**src/rtl/sword_code_fsm.sv**
```systemverilog
// Sticky unlock flag that is set once a programmed sequence of switch presses is entered.
// Wrong entries are counted and trigger a timed lockout; idle gaps during entry abandon the attempt.
module sword_code_fsm #(
    parameter int N_SW = 4,
    parameter int SEQ_LEN = 3,
    parameter int IDX_W = $clog2(N_SW),
    parameter logic [SEQ_LEN*IDX_W-1:0] CODE = {2'd3, 2'd1, 2'd2},
    parameter int TIMEOUT = 16,
    parameter int MAX_TRIES = 3,
    parameter int LOCK_CYCLES = 32
) (
    input  logic                           clk,
    input  logic                           reset,
    input  logic [N_SW-1:0]                sw,
    input  logic                           disarm,
    output logic                           v,
    output logic                           locked,
    output logic [$clog2(SEQ_LEN+1)-1:0]   progress,
    output logic [$clog2(MAX_TRIES+1)-1:0] tries,
    output logic                           err_pulse
);

    localparam int PROG_W = $clog2(SEQ_LEN + 1);
    localparam int TRY_W  = $clog2(MAX_TRIES + 1);
    localparam int IDLE_W = $clog2(TIMEOUT + 1);
    localparam int LOCK_W = $clog2(LOCK_CYCLES + 1);

    typedef enum logic [1:0] {
        ST_IDLE,
        ST_ENTRY,
        ST_ARMED,
        ST_LOCKOUT
    } state_t;

    state_t             state, state_nx;
    logic [N_SW-1:0]    sw_q;
    logic [PROG_W-1:0]  progress_nx;
    logic [TRY_W-1:0]   tries_nx;
    logic [IDLE_W-1:0]  idle_cnt, idle_cnt_nx;
    logic [LOCK_W-1:0]  lock_cnt, lock_cnt_nx;
    logic               err_nx;

    logic [N_SW-1:0]    press;
    logic               press_any;
    logic               press_single;
    logic [IDX_W-1:0]   press_idx;
    logic [IDX_W-1:0]   expected_idx;

    // A held switch yields exactly one press on its rising level.
    assign press        = sw & ~sw_q;
    assign press_any    = |press;
    assign press_single = $onehot(press);
    assign expected_idx = CODE[int'(progress)*IDX_W +: IDX_W];

    always_comb begin
        press_idx = '0;
        for (int i = 0; i < N_SW; i++) begin
            if (press[i]) begin
                press_idx = IDX_W'(i);
            end
        end
    end

    always_comb begin
        state_nx    = state;
        progress_nx = progress;
        tries_nx    = tries;
        idle_cnt_nx = idle_cnt;
        lock_cnt_nx = lock_cnt;
        err_nx      = 1'b0;
        if (disarm) begin
            state_nx    = ST_IDLE;
            progress_nx = '0;
            tries_nx    = '0;
            idle_cnt_nx = '0;
            lock_cnt_nx = '0;
        end else begin
            unique case (state)
                ST_IDLE, ST_ENTRY: begin
                    if (press_any) begin
                        idle_cnt_nx = '0;
                        if (press_single && press_idx == expected_idx) begin
                            progress_nx = progress + PROG_W'(1);
                            state_nx    = (progress_nx == PROG_W'(SEQ_LEN)) ? ST_ARMED : ST_ENTRY;
                        end else begin
                            err_nx      = 1'b1;
                            progress_nx = '0;
                            tries_nx    = tries + TRY_W'(1);
                            if (tries_nx == TRY_W'(MAX_TRIES)) begin
                                state_nx    = ST_LOCKOUT;
                                lock_cnt_nx = '0;
                            end else begin
                                state_nx = ST_IDLE;
                            end
                        end
                    end else if (state == ST_ENTRY) begin
                        // Silent abandonment: the attempt is dropped without counting as wrong.
                        if (idle_cnt == IDLE_W'(TIMEOUT - 1)) begin
                            state_nx    = ST_IDLE;
                            progress_nx = '0;
                            idle_cnt_nx = '0;
                        end else begin
                            idle_cnt_nx = idle_cnt + IDLE_W'(1);
                        end
                    end
                end
                ST_ARMED: begin
                end
                ST_LOCKOUT: begin
                    if (lock_cnt == LOCK_W'(LOCK_CYCLES - 1)) begin
                        state_nx    = ST_IDLE;
                        tries_nx    = '0;
                        lock_cnt_nx = '0;
                    end else begin
                        lock_cnt_nx = lock_cnt + LOCK_W'(1);
                    end
                end
                default: begin
                    state_nx = ST_IDLE;
                end
            endcase
        end
    end

    always_ff @(posedge clk) begin
        if (reset) begin
            state     <= ST_IDLE;
            sw_q      <= '0;
            progress  <= '0;
            tries     <= '0;
            idle_cnt  <= '0;
            lock_cnt  <= '0;
            err_pulse <= 1'b0;
        end else begin
            state     <= state_nx;
            sw_q      <= sw;
            progress  <= progress_nx;
            tries     <= tries_nx;
            idle_cnt  <= idle_cnt_nx;
            lock_cnt  <= lock_cnt_nx;
            err_pulse <= err_nx;
        end
    end

    assign v      = (state == ST_ARMED);
    assign locked = (state == ST_LOCKOUT);

endmodule

```
**config.mk**
```make
export PLATFORM = sky130hd
export DESIGN_NAME = sword_code_fsm
export DESIGN_NICKNAME = d
export VERILOG_FILES = /design/src/rtl/sword_code_fsm.sv
export SDC_FILE = /design/constraint.sdc
export NUM_CORES = 1
export LEC_CHECK = 0
export CORE_AREA = 8 8 51 73
export CTS_BUF_LIST = sky130_fd_sc_hd__clkbuf_16
export CTS_CLUSTER_SIZE = 25
export DETAILED_ROUTE_END_ITERATION = 7
export DIE_AREA = 0 0 59 81
export DONT_BUFFER_PORTS = 1
export GPL_TIMING_DRIVEN = 0
export HOLD_SLACK_MARGIN = 0.06
export SLEW_MARGIN = 20
export SYNTH_ARGS = -nofsm -noshare
export SYNTH_HDL_FRONTEND = slang
export SYNTH_SLANG_ARGS = --single-unit
```
**constraint.sdc**
```tcl
create_clock -name clk -period 3.1 [get_ports clk]
set_clock_uncertainty 0.15 [all_clocks]
set_input_delay 0.155 -clock clk [delete_from_list [all_inputs] [get_ports clk]]
set_output_delay 0.155 -clock clk [all_outputs]
set_load 0.05 [all_outputs]
```
==> report_table.html, run 1 <==
<table>
<tr><th>Metric</th><th>Value</th></tr>
<tr><th colspan="2">Status</th></tr>
<tr><td>Outcome</td><td>finished, final reports clean</td></tr>
<tr><th colspan="2">Yosys</th></tr>
<tr><td>Unique masters post-synth</td><td>44</td></tr>
<tr><td>EDFF count, synth</td><td>0</td></tr>
<tr><td>Net count of the mapped netlist</td><td>156</td></tr>
<tr><td>YS warnings</td><td>0</td></tr>
<tr><td>Cell taking the most area after synthesis</td><td>dfxtp_1</td></tr>
<tr><td>Post-Syn Area</td><td>1260 sq um</td></tr>
<tr><td>Seq/Total Area, Yosys</td><td>34.9%</td></tr>
<tr><td>Top_reg_cell synth</td><td>dfxtp_1</td></tr>
<tr><td>Async set-or-reset flop fraction in the synthesized netlist</td><td>0%</td></tr>
<tr><td>Cell with the most instances after synthesis</td><td>dfxtp_1</td></tr>
<tr><td>Most frequent cells after synthesis</td><td>22 x dfxtp_1, 16 x nand2_1, 14 x a21oi_1</td></tr>
<tr><td>Flip-flop and latch count after synthesis</td><td>22</td></tr>
<tr><td>Post-synth top area share</td><td>a little over a third</td></tr>
<tr><td>Syn Area/Cell</td><td>9.07 sq um</td></tr>
<tr><td>Synth top area cells</td><td>dfxtp_1 35%, ha_1 8.9%, a21oi_1 5.6%</td></tr>
<tr><td>Post-synthesis cell count</td><td>between 100 and 150</td></tr>
<tr><th colspan="2">Routing</th></tr>
<tr><td>First-iteration detailed-routing DRC count</td><td>13</td></tr>
<tr><td>Routed vias</td><td>1005</td></tr>
<tr><td>WL/cell</td><td>14.9 um</td></tr>
<tr><td>Remaining number of nets flagged by the antenna check after routing</td><td>0</td></tr>
<tr><td>Final routed DRC violation total</td><td>0</td></tr>
<tr><td>Total detailed-routing wirelength</td><td>between 2 and 3 mm</td></tr>
<tr><td>Via-to-Cell Ratio</td><td>approximately 5.4</td></tr>
<tr><td>First-pass iteration count of the detailed router</td><td>4</td></tr>
<tr><th colspan="2">Cells and area</th></tr>
<tr><td>Layout-stage area growth over the synthesis result</td><td>14.5%</td></tr>
<tr><td>Nets@finish</td><td>167</td></tr>
<tr><td>Number of cells in the finished layout apart from fillers</td><td>roughly 190</td></tr>
<tr><td># diodes</td><td>0</td></tr>
<tr><td>Share of final-layout standard cells stronger than drive strength 1</td><td>approximately 12%</td></tr>
<tr><th colspan="2">Die</th></tr>
<tr><td>Number of placement rows</td><td>23</td></tr>
<tr><td>Die Ht</td><td>~80 um</td></tr>
<tr><td>Total Die Area</td><td>about 4800 sq um</td></tr>
<tr><td>Placeable core region</td><td>around 2600 sq um</td></tr>
<tr><td>Die Span X</td><td>about 59 um</td></tr>
<tr><td>Initial core utilization</td><td>between 40% and 50%</td></tr>
<tr><td>I/O pin count</td><td>14</td></tr>
<tr><th colspan="2">Setup path</th></tr>
<tr><td>Signal arrival time at the worst endpoint</td><td>roughly 3.0 ns</td></tr>
<tr><td>Setup crit end kind</td><td>register</td></tr>
<tr><td>Reg-to-reg slack, setup</td><td>slightly below 0.1 ns</td></tr>
<tr><td>Critical path buffers and inverters</td><td>2</td></tr>
<tr><td>Delay of the slowest critical-path stage</td><td>about 0.48 ns</td></tr>
<tr><td>Cells traversed along the worst timing path</td><td>nand2b_1 -&gt; buf_6 -&gt; fa_1 -&gt; inv_1 -&gt; ha_1 -&gt; ha_1 -&gt; or3b_1 -&gt; nor3_4 -&gt; a21oi_1 -&gt; a311o_1</td></tr>
<tr><td>Data required time at the worst endpoint</td><td>approximately 3 ns</td></tr>
<tr><td>Worst Setup Path Type</td><td>reg -&gt; reg</td></tr>
<tr><td>Worst reg2reg path depth</td><td>10</td></tr>
<tr><td>Most frequent CP cell</td><td>ha_1</td></tr>
<tr><td>Cell with the largest stage delay on the worst path</td><td>fa_1</td></tr>
<tr><td>Critical Path Start Type</td><td>register</td></tr>
<tr><td>Beginning of the worst register-to-register path</td><td>sw_q[3]$_SDFF_PP0_</td></tr>
<tr><td>Worst R2R End</td><td>state[1]$_SDFFE_PP0P_</td></tr>
<tr><td>Crit-path max FO</td><td>7</td></tr>
<tr><td>Worst path top cell family by delay</td><td>adder cells</td></tr>
<tr><th colspan="2">Power</th></tr>
<tr><td>LEAKAGE</td><td>roughly 0.55 nW</td></tr>
<tr><td>VDD IR-drop max</td><td>about 0.00035 V</td></tr>
<tr><td>Cell area power density</td><td>between 400 and 500 nW/um^2</td></tr>
<tr><th colspan="2">STA</th></tr>
<tr><td>Final critical path time including I/O delays and setup</td><td>3.00 ns</td></tr>
<tr><td>Max transition margin</td><td>37.4%</td></tr>
<tr><td>Actual slew at the worst max-slew pin</td><td>0.937 ns</td></tr>
<tr><td>Final period utilization</td><td>between 90% and 100%</td></tr>
<tr><td>RSZ-0062 raised after global routing</td><td>false</td></tr>
<tr><td>Fmax</td><td>about 0.33 GHz</td></tr>
<tr><td>Final-report setup violation count</td><td>0</td></tr>
<tr><td>Final slew viol count</td><td>0</td></tr>
<tr><td>Final total negative setup slack</td><td>0 ns</td></tr>
<tr><td>Number of failing hold endpoints at the final stage</td><td>0</td></tr>
<tr><th colspan="2">GRT</th></tr>
<tr><td>Global-route wire length before repair</td><td>~4.8 mm</td></tr>
<tr><td>Vias in the first global route</td><td>approximately 1100</td></tr>
<tr><td>Leftover overflow at the end of global routing</td><td>0</td></tr>
<tr><td>Global-route usage over all layers</td><td>approximately 13%</td></tr>
<tr><td>Pin count of the biggest net entering global routing</td><td>13</td></tr>
<tr><td>Antenna violations before repair</td><td>0</td></tr>
<tr><th colspan="2">CTS</th></tr>
<tr><td>H-tree depth reported by CTS</td><td>1</td></tr>
<tr><td>Number of buffers inserted during clock tree synthesis</td><td>3</td></tr>
<tr><td>Root Buffer Master</td><td>clkbuf_16</td></tr>
<tr><td>CTS tree</td><td>yes</td></tr>
<tr><td>Number of sinks driven by the clock tree</td><td>22</td></tr>
<tr><td>Clock buffer depth</td><td>2</td></tr>
<tr><td>CTS clock-pin slew for the worst setup and hold paths</td><td>roughly 0.06 ns</td></tr>
<tr><td>Clock latency reported for the late side of the worst-skew pair</td><td>between 0.2 and 0.3 ns</td></tr>
<tr><td>Post-CTS resize count</td><td>0</td></tr>
<tr><th colspan="2">Run</th></tr>
<tr><td>Number of maximum-capacitance constraint violations</td><td>0</td></tr>
<tr><th colspan="2">Placement</th></tr>
<tr><td>Routability congestion estimate</td><td>0.762</td></tr>
<tr><td>Buffers added on ports</td><td>0</td></tr>
<tr><td>Number of cells in the design after placement</td><td>176</td></tr>
<tr><td>Post-DP HPWL</td><td>2.04 mm</td></tr>
<tr><th colspan="2">Hold path</th></tr>
<tr><td>Terminating pin of the worst hold path</td><td>lock_cnt[5]$_SDFFE_PP0P_</td></tr>
<tr><td>Hold Path Stages</td><td>3</td></tr>
<tr><td>Type of the tightest min-delay check</td><td>in -&gt; reg</td></tr>
<tr><td>Hold path start</td><td>reset</td></tr>
</table>
power by group:
part	total, mW	internal (mW)	switching (mW)	leakage (nW)
clock	0.276	0.172	0.104	0.0385
sequential	0.306	0.290	0.0163	0.179
combinational	0.102	0.0439	0.0581	0.328
total	0.685	0.506	0.178	0.545
flip-flops by register name (all words and copies together), names as in the netlist:
signal,flops
err_pulse,1
idle_cnt,5
lock_cnt,6
progress,2
state,2
sw_q,4
tries,2
kinds of logic after synthesis:
group	share of synthesized area, %
buf+inv	4.96
compound gates	19.4
mux	2.38
flops	34.9
simple gates	23.7
fa+ha+maj	10.5
xor+xnor	4.07
worst register-to-register path, delay by kind of cell (launching register included):
family | cells | cell delay, ns
flip-flops | 1 | 0.30
AND/OR/NAND/NOR | 3 | 0.87
adder cells (fa/ha/maj) | 3 | 0.93
AO/OA/AOI/OAI | 2 | 0.45
buffers and inverters | 2 | 0.19
final cells by class:
cell class	count	area, sq um
Buffer	3	21.3
Clock buffer	3	75.1
Clock inverter	1	3.75
Fill cell	264	1200
Inverter	11	41.3
Multi-Input combinational cell	103	758
Sequential cell	22	440
Tap cell	37	46.3
Timing Repair Buffer	6	57.6
cell usage in the layout (no fill, tap or decap), types with 2 or more instances in the layout:
cell type,count
dfxtp_1,22
nand2_1,16
nand2b_1,3
a21oi_1,14
nor3_1,5
xnor2_1,2
nand4_1,3
dlygate4sd3_1,5
nand3_1,3
ha_1,9
xor2_1,2
nor2b_1,5
inv_1,11
mux2i_1,3
nor2_1,7
or3_1,2
clkbuf_16,3
o21ai_0,4
repair_timing:
| item | in CTS | in global routing |
|---|---|---|
| buffers inserted | 0 | 1 |
| hold endpoints to repair | 4 | 0 |
| endpoints found under the setup margin | 0 | 1 |
| hold buffers | 5 | 0 |
how the worst max path moves through the flow:
stage                            endpoint  slack, ns  cells past startpoint                from
finish              state[1]$_SDFFE_PP0P_        0.1                     10  sw_q[3]$_SDFF_PP0_
global route        state[1]$_SDFFE_PP0P_      0.002                     10  sw_q[3]$_SDFF_PP0_
CTS                 state[1]$_SDFFE_PP0P_       0.08                     10  sw_q[3]$_SDFF_PP0_
detailed placement  state[1]$_SDFFE_PP0P_       0.12                     10  sw_q[3]$_SDFF_PP0_
global placement    state[1]$_SDFFE_PP0P_       0.15                     10  sw_q[3]$_SDFF_PP0_
floorplan           state[1]$_SDFFE_PP0P_       0.28                     10  sw_q[3]$_SDFF_PP0_
stage by stage:
stage	total power, mW	worst slack (ns)	instance area [sq um]	util [%]	hold WS, ns
after floorplan	0.388	0.282	1260	-	0.0766
after global placement	0.402	0.154	1310	49.4	0.0794
after detailed placement	0.405	0.116	1310	49.4	0.0799
after CTS	0.685	0.0778	1440	54.3	0.0733
after global routing	0.710	0.00201	1440	54.5	0.106
final	0.685	0.0986	1440	54.5	0.0714
routing by layer:
layer	up-vias	part of all wire [%]	GRT usage, %
li1	511	-	-
met1	477	39	12.5
met2	12	55	24.5
met3	5	3.7	3.00
met4	0	1.8	6.25
met5	-	0	0
Power figures use the tool's default switching activity.
==> run 2: changes to the inputs <==
==> constraint.sdc (replaced) <==
create_clock -name clk -period 3.1 [get_ports clk]
set_clock_uncertainty 0.15 [all_clocks]
set_input_delay 0.155 -clock clk [delete_from_list [all_inputs] [get_ports clk]]
set_output_delay 0.155 -clock clk [all_outputs]
set_load 0.1 [all_outputs]
==> run 2 against run 1 <==
Net effect: setup slack better by 0.0059 ns; fmax grew 0.20%; register-to-register slack about the same; wire length increased by 0.79%; cell count decreased by 0.54%; non-clock buffer count down 1; count of clock-buffer cells in the layout unchanged; utilization is 0.80 points higher; global-route usage is 0.39 points lower; die area did not move; clock power is 31% higher; critical path type unchanged.
==> report_table.html, run 2 (synthesis gave the netlist of run 1 again) <==
<table>
<tr><th>Metric</th><th>Value</th></tr>
<tr><th colspan="2">Run</th></tr>
<tr><td>Number of maximum-capacitance constraint violations</td><td>0 (unchanged)</td></tr>
<tr><th colspan="2">STA</th></tr>
<tr><td>Fin Hold WS</td><td>0.0746 ns (+0.00321 ns)</td></tr>
<tr><td>Fmax</td><td>0.334 GHz (+0.20%)</td></tr>
<tr><td>Final period utilization</td><td>96.6% (-0.19 points)</td></tr>
<tr><td>Final-report setup violation count</td><td>0 (unchanged)</td></tr>
<tr><td>Max transition margin</td><td>28.9% (-8.5 points)</td></tr>
<tr><td>Actual slew at the worst max-slew pin</td><td>1.06 ns (+0.125 ns)</td></tr>
<tr><td>Final total negative setup slack</td><td>0 ns (unchanged)</td></tr>
<tr><td>Number of failing hold endpoints at the final stage</td><td>0 (unchanged)</td></tr>
<tr><td>RSZ-0062 raised after global routing</td><td>false</td></tr>
<tr><td>Final slew viol count</td><td>0 (unchanged)</td></tr>
<tr><td>Final critical path time including I/O delays and setup</td><td>3.00 ns (-0.00585 ns)</td></tr>
<tr><th colspan="2">Routing</th></tr>
<tr><td>Remaining number of nets flagged by the antenna check after routing</td><td>0 (unchanged)</td></tr>
<tr><td>WL/cell</td><td>15.1 um (+1.3%)</td></tr>
<tr><td>Final routed DRC violation total</td><td>0 (unchanged)</td></tr>
<tr><td>First-pass iteration count of the detailed router</td><td>4 (unchanged)</td></tr>
<tr><td>First-iteration detailed-routing DRC count</td><td>20 (+7)</td></tr>
<tr><td>Total detailed-routing wirelength</td><td>2.80 mm (+0.79%)</td></tr>
<tr><td>Via-to-Cell Ratio</td><td>5.45 (+0.84%)</td></tr>
<tr><td>Routed vias</td><td>1008 (+0.30%)</td></tr>
<tr><th colspan="2">Placement</th></tr>
<tr><td>Post-DP HPWL</td><td>2.03 mm (-0.22%)</td></tr>
<tr><td>Post-placement cell area</td><td>1310 sq um (+0.19%)</td></tr>
<tr><td>Routability congestion estimate</td><td>0.762 (unchanged)</td></tr>
<tr><td>Buffers added on ports</td><td>0 (unchanged)</td></tr>
<tr><th colspan="2">Die</th></tr>
<tr><td>Total Die Area</td><td>4780 sq um (unchanged)</td></tr>
<tr><td>Initial core utilization</td><td>47.6% (unchanged)</td></tr>
<tr><td>Die Ht</td><td>81 um (unchanged)</td></tr>
<tr><td>Placeable core region</td><td>2650 sq um (unchanged)</td></tr>
<tr><td>I/O pin count</td><td>14 (unchanged)</td></tr>
<tr><td>Number of placement rows</td><td>23 (unchanged)</td></tr>
<tr><td>Die Span X</td><td>59 um (unchanged)</td></tr>
<tr><th colspan="2">Setup path</th></tr>
<tr><td>Cells traversed along the worst timing path</td><td>nand2b_1 -&gt; buf_6 -&gt; fa_1 -&gt; inv_1 -&gt; ha_1 -&gt; ha_1 -&gt; or3b_1 -&gt; nor3_4 -&gt; a21oi_1 -&gt; a311o_1</td></tr>
<tr><td>Crit-path max FO</td><td>7 (unchanged)</td></tr>
<tr><td>Worst reg2reg path depth</td><td>10 (unchanged)</td></tr>
<tr><td>Worst path top cell family by delay</td><td>adder cells</td></tr>
<tr><td>Most frequent CP cell</td><td>ha_1</td></tr>
<tr><td>Critical Path Start Type</td><td>register</td></tr>
<tr><td>Critical path buffers and inverters</td><td>2 (unchanged)</td></tr>
<tr><td>Worst Setup Path Type</td><td>reg -&gt; reg</td></tr>
<tr><td>Cell with the largest stage delay on the worst path</td><td>fa_1</td></tr>
<tr><td>Signal arrival time at the worst endpoint</td><td>2.99 ns (about the same)</td></tr>
<tr><td>Setup crit end kind</td><td>register</td></tr>
<tr><td>Data required time at the worst endpoint</td><td>3.10 ns (about the same)</td></tr>
<tr><td>Number of logic stages on the critical path including buffering</td><td>10 (unchanged)</td></tr>
<tr><td>Delay of the slowest critical-path stage</td><td>0.48 ns (about the same)</td></tr>
<tr><th colspan="2">Cells and area</th></tr>
<tr><td>Most used cells in the layout excluding fill and tap cells</td><td>22 x dfxtp_1, 16 x nand2_1, 14 x a21oi_1</td></tr>
<tr><td>Most flop-heavy register</td><td>lock_cnt</td></tr>
<tr><td>Commonest non-fill, non-tap cell in the layout</td><td>dfxtp_1</td></tr>
<tr><td>Nets@finish</td><td>166 (-0.60%)</td></tr>
<tr><td>Layout-stage area growth over the synthesis result</td><td>16.2%</td></tr>
<tr><td>Max reg flops</td><td>6 (unchanged)</td></tr>
<tr><td>Final Instance Area</td><td>1470 sq um (+1.5%)</td></tr>
<tr><td>Utilization of the core after routing</td><td>55.3% (+0.80 points)</td></tr>
<tr><td>Share of final-layout standard cells stronger than drive strength 1</td><td>12.8% (+0.76 points)</td></tr>
<tr><td># diodes</td><td>0 (unchanged)</td></tr>
<tr><td>Largest registers</td><td>lock_cnt: 6 flops, idle_cnt: 5 flops, sw_q: 4 flops</td></tr>
<tr><td>Multi-input gate area in the final layout</td><td>761 sq um (+0.33%)</td></tr>
<tr><td>FILL cells</td><td>265 (+0.38%)</td></tr>
<tr><td>Sequential standard cell area</td><td>440 sq um (unchanged)</td></tr>
<tr><th colspan="2">GRT</th></tr>
<tr><td>Pin count of the biggest net entering global routing</td><td>14 (+1)</td></tr>
<tr><td>Global-route wire length before repair</td><td>4.71 mm (-2.0%)</td></tr>
<tr><td>Antenna violations before repair</td><td>0 (unchanged)</td></tr>
<tr><td>Vias in the first global route</td><td>1071 (+0.19%)</td></tr>
<tr><td>Leftover overflow at the end of global routing</td><td>0 (unchanged)</td></tr>
<tr><td>Global-route usage over all layers</td><td>12.5% (-0.39 points)</td></tr>
<tr><th colspan="2">Hold path</th></tr>
<tr><td>Type of the tightest min-delay check</td><td>in -&gt; reg</td></tr>
<tr><td>Hold Path Stages</td><td>3 (unchanged)</td></tr>
<tr><th colspan="2">CTS</th></tr>
<tr><td>Clock buffer depth</td><td>2 (unchanged)</td></tr>
<tr><td>CTS clock-pin slew for the worst setup and hold paths</td><td>0.06 ns (about the same)</td></tr>
<tr><td>Post-CTS resize count</td><td>0 (unchanged)</td></tr>
<tr><td>Number of buffers inserted during clock tree synthesis</td><td>3 (unchanged)</td></tr>
<tr><td>CTS tree</td><td>yes</td></tr>
<tr><td>Root Buffer Master</td><td>clkbuf_16</td></tr>
<tr><td>H-tree depth reported by CTS</td><td>1 (unchanged)</td></tr>
<tr><td>Clock latency reported for the late side of the worst-skew pair</td><td>0.26 ns (about the same)</td></tr>
<tr><td>Number of sinks driven by the clock tree</td><td>22 (unchanged)</td></tr>
<tr><th colspan="2">Power</th></tr>
<tr><td>P_sw</td><td>0.193 mW (+8.3%)</td></tr>
<tr><td>Sw frac</td><td>24.8% (-1.3 points)</td></tr>
<tr><td>Share of power burned in registers</td><td>40.9% (-3.9 points)</td></tr>
<tr><td>Share of total power in combinational logic</td><td>12.7% (-2.2 points)</td></tr>
<tr><td>Share of power burned in the clock network</td><td>46.4% (+6.1 points)</td></tr>
<tr><td>VDD IR-drop max</td><td>0.000312 V (-11%)</td></tr>
<tr><td>LEAKAGE</td><td>0.553 nW (+1.3%)</td></tr>
<tr><td>Cell internal power dissipation</td><td>0.587 mW (+16%)</td></tr>
<tr><td>Cell area power density</td><td>532 nW/um^2 (+12%)</td></tr>
<tr><th colspan="2">Status</th></tr>
<tr><td>Outcome</td><td>finished, final reports clean</td></tr>
</table>
-- run 2: cell types whose count changed in the layout (fill, tap and decap cells not counted), sizes merged --
cell,previous run,this run
clkinv,1,0
buf,3,2
bufinv,0,1
-- run 2: metal layers --
layer | global-route usage [%] | vias up | share of wire (%)
met5 | 0 | - | 0
met4 | 5.77 | 0 | 2.9
met3 | 3.16 | 10 | 4.0
met2 | 24.3 | 18 | 55
met1 | 11.6 | 475 | 38
li1 | - | 505 | -
-- run 2: worst paths after layout --
kind                       startpoint                       end  slack (ns)
max                sw_q[3]$_SDFF_PP0_     state[1]$_SDFFE_PP0P_        0.10
min                             reset  lock_cnt[5]$_SDFFE_PP0P_        0.07
max reg2reg        sw_q[3]$_SDFF_PP0_     state[1]$_SDFFE_PP0P_        0.10
min reg2reg  idle_cnt[4]$_SDFFE_PP0P_  idle_cnt[4]$_SDFFE_PP0P_        0.30
-- run 2: per-stage QoR --
| stage | setup slack, ns | power, mW | instances |
|---|---|---|---|
| global route | 0.00507 | 0.810 | 185 |
| detailed placement | 0.121 | 0.418 | 176 |
| floorplan | 0.282 | 0.402 | 139 |
| global placement | 0.154 | 0.415 | 176 |
| finish | 0.105 | 0.780 | 185 |
| CTS | 0.0979 | 0.784 | 185 |
-- run 2: area by class of cell --
class,instances,share of cell area [%]
Multi-Input combinational cell,103,51.9
Sequential cell,22,30.1
Clock buffer,3,5.12
Timing Repair Buffer,5,3.42
Tap cell,37,3.16
Inverter,11,2.82
Clock inverter,1,2.05
Buffer,3,1.45
-- run 2: power by group through the flow --
stage | registers [mW] | logic, mW | clock network [mW]
final | 0.319 | 0.0988 | 0.362
after global placement | 0.326 | 0.0899 | 0
after floorplan | 0.324 | 0.0776 | 0
after CTS | 0.319 | 0.0993 | 0.365
after global routing | 0.320 | 0.109 | 0.381
after detailed placement | 0.326 | 0.0924 | 0
-- run 2: worst reg2reg max path, cell delays in order, from the launching register on --
cell and delay, ns:
dfxtp_1 0.29, nand2b_1 0.14, buf_6 0.14, fa_1 0.48, inv_1 0.04, ha_1 0.19, ha_1 0.27, or3b_1 0.47
nor3_4 0.27, a21oi_1 0.12, a311o_1 0.33
-- run 2: what timing repair did --
action	in CTS	in global routing
hold buffers	5	0
endpoints found under the hold margin	4	0
setup endpoints to repair	0	0
setup buffers	0	0
